[config.mk]
export PLATFORM = sky130hd
export DESIGN_NAME = mem_stage
export DESIGN_NICKNAME = d
export VERILOG_FILES = /design/src/rtl/mem_stage.sv
export SDC_FILE = /design/constraint.sdc
export NUM_CORES = 1
export LEC_CHECK = 0
export CAP_MARGIN = 20
export CORE_MARGIN = 3
export CORE_UTILIZATION = 47
export CTS_CLUSTER_DIAMETER = 40
export DETAILED_ROUTE_END_ITERATION = 6
export PLACE_DENSITY = 0.81
export RECOVER_POWER = 25
export SYNTH_ARGS = -nofsm -noshare
export SYNTH_HDL_FRONTEND = slang
export SYNTH_SLANG_ARGS = --single-unit
[constraint.sdc]
create_clock -name clk_i -period 3.03 [get_ports clk_i]
set_clock_uncertainty 0.15 [all_clocks]
set_input_delay 0.7575 -clock clk_i [delete_from_list [all_inputs] [get_ports clk_i]]
set_output_delay 0.7575 -clock clk_i [all_outputs]
set_load 0.05 [all_outputs]
[src/rtl/mem_stage.sv]
// Memory stage: turns EX results into bus load/store transactions and WB results.
// Alignment faults are raised locally, and flushes are absorbed without losing the bus handshake.
module mem_stage (
    input  logic        clk_i,
    input  logic        rst_i,
    input  logic        valid_i,
    output logic        ready_o,
    input  logic [3:0]  mem_op_i,
    input  logic [31:0] wdata_i,
    input  logic [31:0] reg2_i,
    input  logic [4:0]  wd_i,
    input  logic        wreg_i,
    input  logic        flush_i,
    output logic        data_req_o,
    output logic        data_wr_o,
    output logic [1:0]  data_size_o,
    output logic [31:0] data_addr_o,
    output logic [31:0] data_wdata_o,
    input  logic        data_addr_ok_i,
    input  logic        data_data_ok_i,
    input  logic [31:0] data_rdata_i,
    output logic        valid_o,
    output logic [4:0]  wd_o,
    output logic        wreg_o,
    output logic [31:0] wdata_o,
    output logic [1:0]  exc_o,
    output logic [31:0] badvaddr_o,
    output logic        stall_o
);

    typedef enum logic [1:0] {
        S_IDLE = 2'd0,
        S_REQ  = 2'd1,
        S_WAIT = 2'd2
    } state_t;

    localparam logic [3:0] OP_LB  = 4'd1;
    localparam logic [3:0] OP_LBU = 4'd2;
    localparam logic [3:0] OP_LH  = 4'd3;
    localparam logic [3:0] OP_LHU = 4'd4;
    localparam logic [3:0] OP_LW  = 4'd5;
    localparam logic [3:0] OP_SB  = 4'd6;
    localparam logic [3:0] OP_SH  = 4'd7;
    localparam logic [3:0] OP_SW  = 4'd8;

    function automatic logic is_load(input logic [3:0] op);
        return (op >= OP_LB) && (op <= OP_LW);
    endfunction

    function automatic logic is_store(input logic [3:0] op);
        return (op >= OP_SB) && (op <= OP_SW);
    endfunction

    function automatic logic [1:0] op_size(input logic [3:0] op);
        logic [1:0] sz;
        case (op)
            OP_LB, OP_LBU, OP_SB: sz = 2'd0;
            OP_LH, OP_LHU, OP_SH: sz = 2'd1;
            OP_LW, OP_SW:         sz = 2'd2;
            default:              sz = 2'd0;
        endcase
        return sz;
    endfunction

    function automatic logic misaligned(input logic [3:0] op, input logic [1:0] a);
        logic bad;
        case (op_size(op))
            2'd1:    bad = a[0];
            2'd2:    bad = (a != 2'b00);
            default: bad = 1'b0;
        endcase
        return bad;
    endfunction

    function automatic logic [31:0] store_lanes(input logic [3:0] op, input logic [31:0] d);
        logic [31:0] v;
        case (op)
            OP_SB:   v = {4{d[7:0]}};
            OP_SH:   v = {2{d[15:0]}};
            default: v = d;
        endcase
        return v;
    endfunction

    function automatic logic [31:0] load_extract(input logic [3:0] op, input logic [1:0] a,
                                                 input logic [31:0] rd);
        logic [7:0]  b;
        logic [15:0] h;
        logic [31:0] v;
        case (a)
            2'd0:    b = rd[7:0];
            2'd1:    b = rd[15:8];
            2'd2:    b = rd[23:16];
            2'd3:    b = rd[31:24];
            default: b = rd[7:0];
        endcase
        h = a[1] ? rd[31:16] : rd[15:0];
        case (op)
            OP_LB:   v = {{24{b[7]}}, b};
            OP_LBU:  v = {24'd0, b};
            OP_LH:   v = {{16{h[15]}}, h};
            OP_LHU:  v = {16'd0, h};
            default: v = rd;
        endcase
        return v;
    endfunction

    state_t      r_state;
    logic        r_discard;
    logic [3:0]  r_op;
    logic [4:0]  r_wd;
    logic        r_wreg;
    logic        r_valid;
    logic [4:0]  r_wd_o;
    logic        r_wreg_o;
    logic [31:0] r_wdata_o;
    logic [1:0]  r_exc;
    logic [31:0] r_badvaddr;
    logic        r_req;
    logic        r_wr;
    logic [1:0]  r_size;
    logic [31:0] r_addr;
    logic [31:0] r_bus_wdata;

    logic        w_is_mem;
    assign w_is_mem = is_load(mem_op_i) || is_store(mem_op_i);

    // Transaction FSM; every output is registered here.
    always_ff @(posedge clk_i or negedge rst_i) begin
        if (!rst_i) begin
            r_state     <= S_IDLE;
            r_discard   <= 1'b0;
            r_op        <= 4'd0;
            r_wd        <= 5'd0;
            r_wreg      <= 1'b0;
            r_valid     <= 1'b0;
            r_wd_o      <= 5'd0;
            r_wreg_o    <= 1'b0;
            r_wdata_o   <= 32'd0;
            r_exc       <= 2'b00;
            r_badvaddr  <= 32'd0;
            r_req       <= 1'b0;
            r_wr        <= 1'b0;
            r_size      <= 2'd0;
            r_addr      <= 32'd0;
            r_bus_wdata <= 32'd0;
        end else begin
            r_valid <= 1'b0;
            case (r_state)
                S_IDLE: begin
                    if (valid_i && !flush_i) begin
                        r_wd_o <= wd_i;
                        if (!w_is_mem) begin
                            r_valid   <= 1'b1;
                            r_wreg_o  <= wreg_i;
                            r_wdata_o <= wdata_i;
                            r_exc     <= 2'b00;
                        end else if (misaligned(mem_op_i, wdata_i[1:0])) begin
                            r_valid    <= 1'b1;
                            r_wreg_o   <= 1'b0;
                            r_wdata_o  <= wdata_i;
                            r_exc      <= is_load(mem_op_i) ? 2'b01 : 2'b10;
                            r_badvaddr <= wdata_i;
                        end else begin
                            r_state     <= S_REQ;
                            r_discard   <= 1'b0;
                            r_op        <= mem_op_i;
                            r_wd        <= wd_i;
                            r_wreg      <= wreg_i;
                            r_req       <= 1'b1;
                            r_wr        <= is_store(mem_op_i);
                            r_size      <= op_size(mem_op_i);
                            r_addr      <= wdata_i;
                            r_bus_wdata <= store_lanes(mem_op_i, reg2_i);
                        end
                    end
                end
                S_REQ: begin
                    if (data_addr_ok_i) begin
                        r_req     <= 1'b0;
                        r_state   <= S_WAIT;
                        r_discard <= flush_i;
                    end else if (flush_i) begin
                        r_req   <= 1'b0;
                        r_state <= S_IDLE;
                    end
                end
                S_WAIT: begin
                    if (data_data_ok_i) begin
                        r_state   <= S_IDLE;
                        r_discard <= 1'b0;
                        // A flush on the completing edge discards the result as well.
                        if (!r_discard && !flush_i) begin
                            r_valid   <= 1'b1;
                            r_wd_o    <= r_wd;
                            r_wreg_o  <= is_store(r_op) ? 1'b0 : r_wreg;
                            r_wdata_o <= is_store(r_op) ? r_addr
                                         : load_extract(r_op, r_addr[1:0], data_rdata_i);
                            r_exc     <= 2'b00;
                        end
                    end else if (flush_i) begin
                        r_discard <= 1'b1;
                    end
                end
                default: begin
                    r_state <= S_IDLE;
                    r_req   <= 1'b0;
                end
            endcase
        end
    end

    assign ready_o      = (r_state == S_IDLE);
    assign stall_o      = (r_state != S_IDLE);
    assign valid_o      = r_valid;
    assign wd_o         = r_wd_o;
    assign wreg_o       = r_wreg_o;
    assign wdata_o      = r_wdata_o;
    assign exc_o        = r_exc;
    assign badvaddr_o   = r_badvaddr;
    assign data_req_o   = r_req;
    assign data_wr_o    = r_wr;
    assign data_size_o  = r_size;
    assign data_addr_o  = r_addr;
    assign data_wdata_o = r_bus_wdata;

endmodule

# Word level (Yosys, flattened, before mapping)
# Memories as Yosys holds them, arrays and structs flattened. A register that Yosys moved wholly into a read port is not among the register bits.
# Cells that the tools add are included.
[totals] register_bits=152 latchBits=0 mem_bits_rw=0 romBits=64 in_bits=112 out_inout_bits=143 word_cells=131 memories=2
[mem_list] name="(no name shown)" depth=16 word_bits=2 rd=1 rd_ports_with_merged_regs=0 wr=0 line="56" text="case (op)"
[mem_list] name="(no name shown)" depth=16 word_bits=2 rd=1 rd_ports_with_merged_regs=1 wr=0 line="56"
[op_classes] add_sub_neg=0 mul=0 n_div=0 magnitude_cmp=6 n_eq_ne=22 shift=0 mux=62 n_bitwise=2 n_reduce_logical=22
[ops] cell="32-bit two-way mux" n=6
[ops] cell="32-bit case mux with 2 select lines" n=2
[ops] cell="32-bit case mux with 4 select lines" n=1
[ops] cell="8-bit case mux with 4 select lines" n=1
[ops] cell="2-bit two-way mux" n=15
[ops] cell="1-bit two-way mux" n=25
[ops] cell="16-bit two-way mux" n=1
[ops] cell="5-bit two-way mux" n=3
[ops] cell="5-bit AND reduction" n=3
[ops] cell="4-bit by 3-bit equality test with 1-bit output, second input constant" n=3
[ops] cell="4-bit AND reduction" n=3
[ops] cell="5-bit case mux with 2 select lines" n=1
[ops] cell="2-bit equality test, second input constant" n=4
[ops] cell="4-bit by 2-bit equality test with 1-bit output, second input constant" n=2
[ops] cell="4-bit by 3-bit greater-or-equal comparator with 1-bit output, second input constant" n=2
[ops] cell="4-bit <= comparator, second input constant" n=2
[ops] cell="2-bit inequality test, second input constant" n=4
[ops] cell="2-bit by 1-bit equality test with 1-bit output, second input constant" n=3
[ops] cell="3-bit inequality test, second input constant" n=2
[ops] cell="1-bit case mux with 2 select lines" n=3
[ops] cell="1-bit case mux with 3 select lines" n=2
[ops] cell="2-bit case mux with 3 select lines" n=1
[ops] cell="6-bit AND reduction" n=1
[ops] cell="2-bit nonzero test" n=3
[ops] cell="other kinds (12)" n=21

# Logic depth before layout (Yosys ltp)
[depth] depth_word=15 depth_mapped=13 ltp_nobuf=11

# Least setup slack after synthesis
# Ideal clock, no wire load.
[synth_timing] path_type="input -> register" startpoint="input port mem_op_i[0]" endpoint="register r_addr[21], in the netlist data_addr_o[21]" arrival_time_ns=2.734 required_time_ns=2.753 setup_slack_ns=0.018 cell_stages=11 path_cell_list="inv_1 -> ha_1 -> nand2b_1 -> a21o_1 -> ha_1 -> o21ai_0 -> a21oi_1 -> a2111oi_4 -> buf_4 -> buf_6 -> mux2_1"
[synth_via] elab_chain_len=11 word_cells_on_any_way=19
[synth_rtl] item="start, declared" line="8" text="input logic [3:0] mem_op_i,"
[synth_rtl] item="memory 16 x 2 bit"
[synth_rtl] item="2-bit two-way mux" line="153" text="if (!w_is_mem) begin"
[synth_rtl] item="2-bit two-way mux" line="151" text="if (valid_i && !flush_i) begin"
[synth_rtl] item="2-bit two-way mux" line="149" text="case (r_state)"
[synth_rtl] item="2-bit equality test or 2-bit by 1-bit equality test with 1-bit output (tied branches)" line="67" text="case (op_size(op))"
[synth_rtl] item="1-bit case mux with 2 select lines" line="67"
[synth_rtl] item="1-bit two-way mux" line="153"
[synth_rtl] item="1-bit two-way mux" line="151"
[synth_rtl] item="1-bit two-way mux" line="149"
[synth_rtl] item="1-bit NOT (no line)"
[synth_rtl] item="4-bit AND reduction (no line) *"
[synth_rtl] item="end signal, assigned" line="173" text="r_addr <= wdata_i;"
[synth_rtl] item="end, declared" line="122" text="logic [31:0] r_addr;"
# Every way passes the cells marked *; elsewhere a longest branch is shown, timed or not. The select of a mux whose other input is x is not followed.
# A chain may end at the register's enable or synchronous reset.

# Final worst setup path
[layout_timing] startpoint="input port mem_op_i[2]" endpoint="register r_addr[26], in the netlist data_addr_o[26]"
# The elaborated chain is that of the path after synthesis.

==> out/results.txt <==
Status - complete, but fails checks
Violated checks - capacitance limit, slew limit
Initial drt markers - 521
Clock Tree Buf Depth - 2
Relative max-transition margin - -23.24%
Layout cells sized above 1 - 17.21%
Ys flop type - dfrtp_1
Total CTS buffers - 17
Drt drc - 0
HP Class - reg -> reg
Clock slew at reported path FFs - 60 ps
Post-Syn Instances - 786
Die Ht - 137.4 um
Worst-Margin Slew - 1849 ps
Vias - 7,516
Power per standard cell area - 1154 mW/mm2
Crit path buffers/inverters - 5
Ant. Diodes - 0
Worst EP arrival - 3030 ps
Synth unique cells - 56
Critical path depth - 9
ANT nets after route - 0
Reg2reg end - data_addr_o[26]
Max Fclk - 0.3480 GHz
Final nets - 1,192
CTS tree - yes
Initial antenna violation count - 0
Crit path cell chain - dlygate4sd2_1, nand2b_4, buf_4, o32a_1, a2111oi_4, buf_4, buf_12, bufbuf_16, mux2_1
Fin. Hold Viols - 0
Clk sinks - 154
CORE AREA - 0.01676 mm2
GR Layer Usage met3 - 5.917%
Syn Std Cell Area - 0.008115 mm2
Critical Path RT - 3190 ps
Max-Cap Viols - 1
Grt total ovfl - 0
Worst VDD drop - 0.0006386 V
CTS H-Tree Depth - 4
Reg-to-reg slack, setup - 350 ps
Top Usage Layer GRT - met2
Clk Latency, worst-skew pair - 420 ps
Worst path max stage delay - 390 ps
Wirelength per Cell - 20.90 um
RR Startpoint - r_state[0]
Crit Path Category - in -> reg
Initial Utilization - 48.42%
First-pass GRT wire length - 41,660 um
Share of Yosys cell area claimed by the top area cell type - 47.49%
Post-route cell area - 0.01205 mm2
Number of I/O port buffers - 254
Worst r2r path cells - 9
Most numerous cell on the critical path - buf_4
Avg Cell Area, Syn - 10.32 um2
Num ports - 255
Met2 GRT Util - 45.77%
Total global-route track usage - 28.65%
Critical-path top delay cell - a2111oi_4
GP Congestion - 0.9317
Vias in the first global route - 7,443
Hold Buf Count CTS - 0
Register area share after synthesis - 47.49%
Router iterations before antenna repair - 6
Final Hold Slack - 345.3 ps
Total power - 13.91 mW
Placed cell area - 0.01121 mm2
CP Launch Point - mem_op_i[2]
Critical Path Sink - data_addr_o[26]
Layout area overhead - 48.50%
Root Buffer - clkbuf_16
RSZ-0062 raised after global routing - no
Critical path peak fanout - 5
Core Rows - 47
CP startpoint kind - input pin
Pins Over Slew Limit - 68
WL final - 27,190 um
CP endpoint kind - flop
Die Area - 0.01888 mm2
Dominant cell type by area after synthesis - dfrtp_1
EDFF count, synth - 0
Largest cells by area after synthesis - dfrtp_1 (47%), mux2_2 (8.2%), mux2i_1 (4.1%)
Synth warnings - 0
Tmin final - 2873 ps
Crit share post-route - 94.83%
Leakage - 5.114 nW
Die span in x - 137.4 um
Delay-heaviest family, CP - buffers and inverters
Yosys reg bits - 154
FILL cells - 1,233
Post-synth ARST share - 100.0%
Post-synthesis net count - 909
Via-per-instance ratio - 5.777
Endpoints failing setup - 0
Grt met1 use - 38.26%
Largest net degree at the start of global routing - 69
Post-DP HPWL - 19,020 um
==> metal layers <==
layer | up-vias | share of wire (%)
li1 | 3443 | -
met1 | 3637 | 40
met2 | 362 | 48
met3 | 74 | 7.8
met4 | 0 | 3.5
met5 | - | 0
==> final cells by class <==
cell class / instances / area [um2] / share of cell area, %
clock buffer: 21 / 450.4 / 3.738
timing repair buffer: 326 / 3286 / 27.26
multi-input combinational: 552 / 3999 / 33.18
clock inverter: 10 / 120.1 / 0.9967
tap: 220 / 275.3 / 2.284
inverter: 18 / 67.56 / 0.5606
sequential: 154 / 3854 / 31.98
==> worst min path at each step <==
| stage | start | end | slack (ps) | depth (start not counted) |
|---|---|---|---|---|
| after floorplan | rst_i | badvaddr_o[0] | 310 | 0 |
| after global placement | r_wd[2] | r_wd[2] | 320 | 1 |
| after detailed placement | wdata_o[4] | wdata_o[4] | 330 | 1 |
| after CTS | rst_i | data_wdata_o[20] | 220 | 1 |
| after global routing | wdata_o[5] | wdata_o[5] | 360 | 1 |
| final | r_wd[4] | r_wd[4] | 350 | 1 |
==> worst reg2reg max path, cell delays in order (launching register included) <==
cell and delay [ps]:
dfrtp_1 410, inv_1 110, ha_1 350, buf_4 230, nand2_1 120, a2111oi_4 310
buf_4 200, buf_12 110, bufbuf_16 260, mux2_1 320
==> metrics by stage <==
step           cells  setup WS (ps)  util, %  setup TNS [ps]
2_1_floorplan    786          18.30        -               0
3_3_place_gp    1257         -600.8    66.91          -71390
3_5_place_dp    1257         -689.3    66.91          -81510
4_1_cts         1299          8.828    71.84               0
5_1_grt         1301          58.83    71.91               0
6_report        1301          156.5    71.91               0
==> timing repair <==
action	in CTS	in global routing
endpoints found under the setup margin	137	85
pin swaps	3	3
buffers inserted	7	2
gates cloned	4	0
gates resized for setup	29	6
==> synth_stat cells (all sizes together), types with 16 or more instances <==
library cell / number
dfrtp: 154
mux2: 79
a21oi: 62
nor2: 57
nand2: 53
o21ai: 45
clkbuf: 35
mux2i: 33
buf: 27
nand2b: 26
a31oi: 22
nand3: 20
inv: 18
o22a: 17
a22oi: 16
==> where the power goes <==
| group | switching, mW | internal, mW | total (mW) | leakage, nW |
|---|---|---|---|---|
| registers | 0.589 | 2.92 | 3.51 | 1.86 |
| logic | 5.32 | 2.98 | 8.30 | 2.98 |
| clock network | 0.870 | 1.23 | 2.10 | 0.273 |
==> sequential cells by signal, summed over array words and instances (netlist names) <==
register / cells
data_wr_o: 1
wreg_o: 1
r_discard: 1
valid_o: 1
r_op: 4
data_req_o: 1
r_wd: 5
data_size_o: 2
data_addr_o: 32
exc_o: 2
wd_o: 5
data_wdata_o: 32
r_state: 2
badvaddr_o: 32
r_wreg: 1
wdata_o: 32
==> kinds of logic after synthesis <==
| kind of cell | share of synthesized area [%] |
|---|---|
| simple gates | 11.59 |
| mux | 15.87 |
| compound gates | 18.76 |
| fa+ha+maj | 1.696 |
| flops | 47.49 |
| buf+inv | 4.379 |
| xor+xnor | 0.2159 |
==> cell usage in the layout (no fill, tap or decap), types with 8 or more instances in the layout <==
cell,count
nor2_1,56
o22a_1,17
a21oi_1,61
o311a_1,8
buf_12,11
a22oi_1,16
inv_1,15
a31oi_1,22
mux2_2,59
o211ai_1,10
clkdlybuf4s50_1,246
buf_4,54
mux2_1,20
nor2b_1,9
mux2i_1,33
nand3_1,20
clkbuf_16,17
nand2b_1,24
dfrtp_1,154
nand2_1,52
nor3b_1,10
o2bb2ai_1,8
o21ai_0,42
No activity file was read; power rests on OpenSTA's default activity.
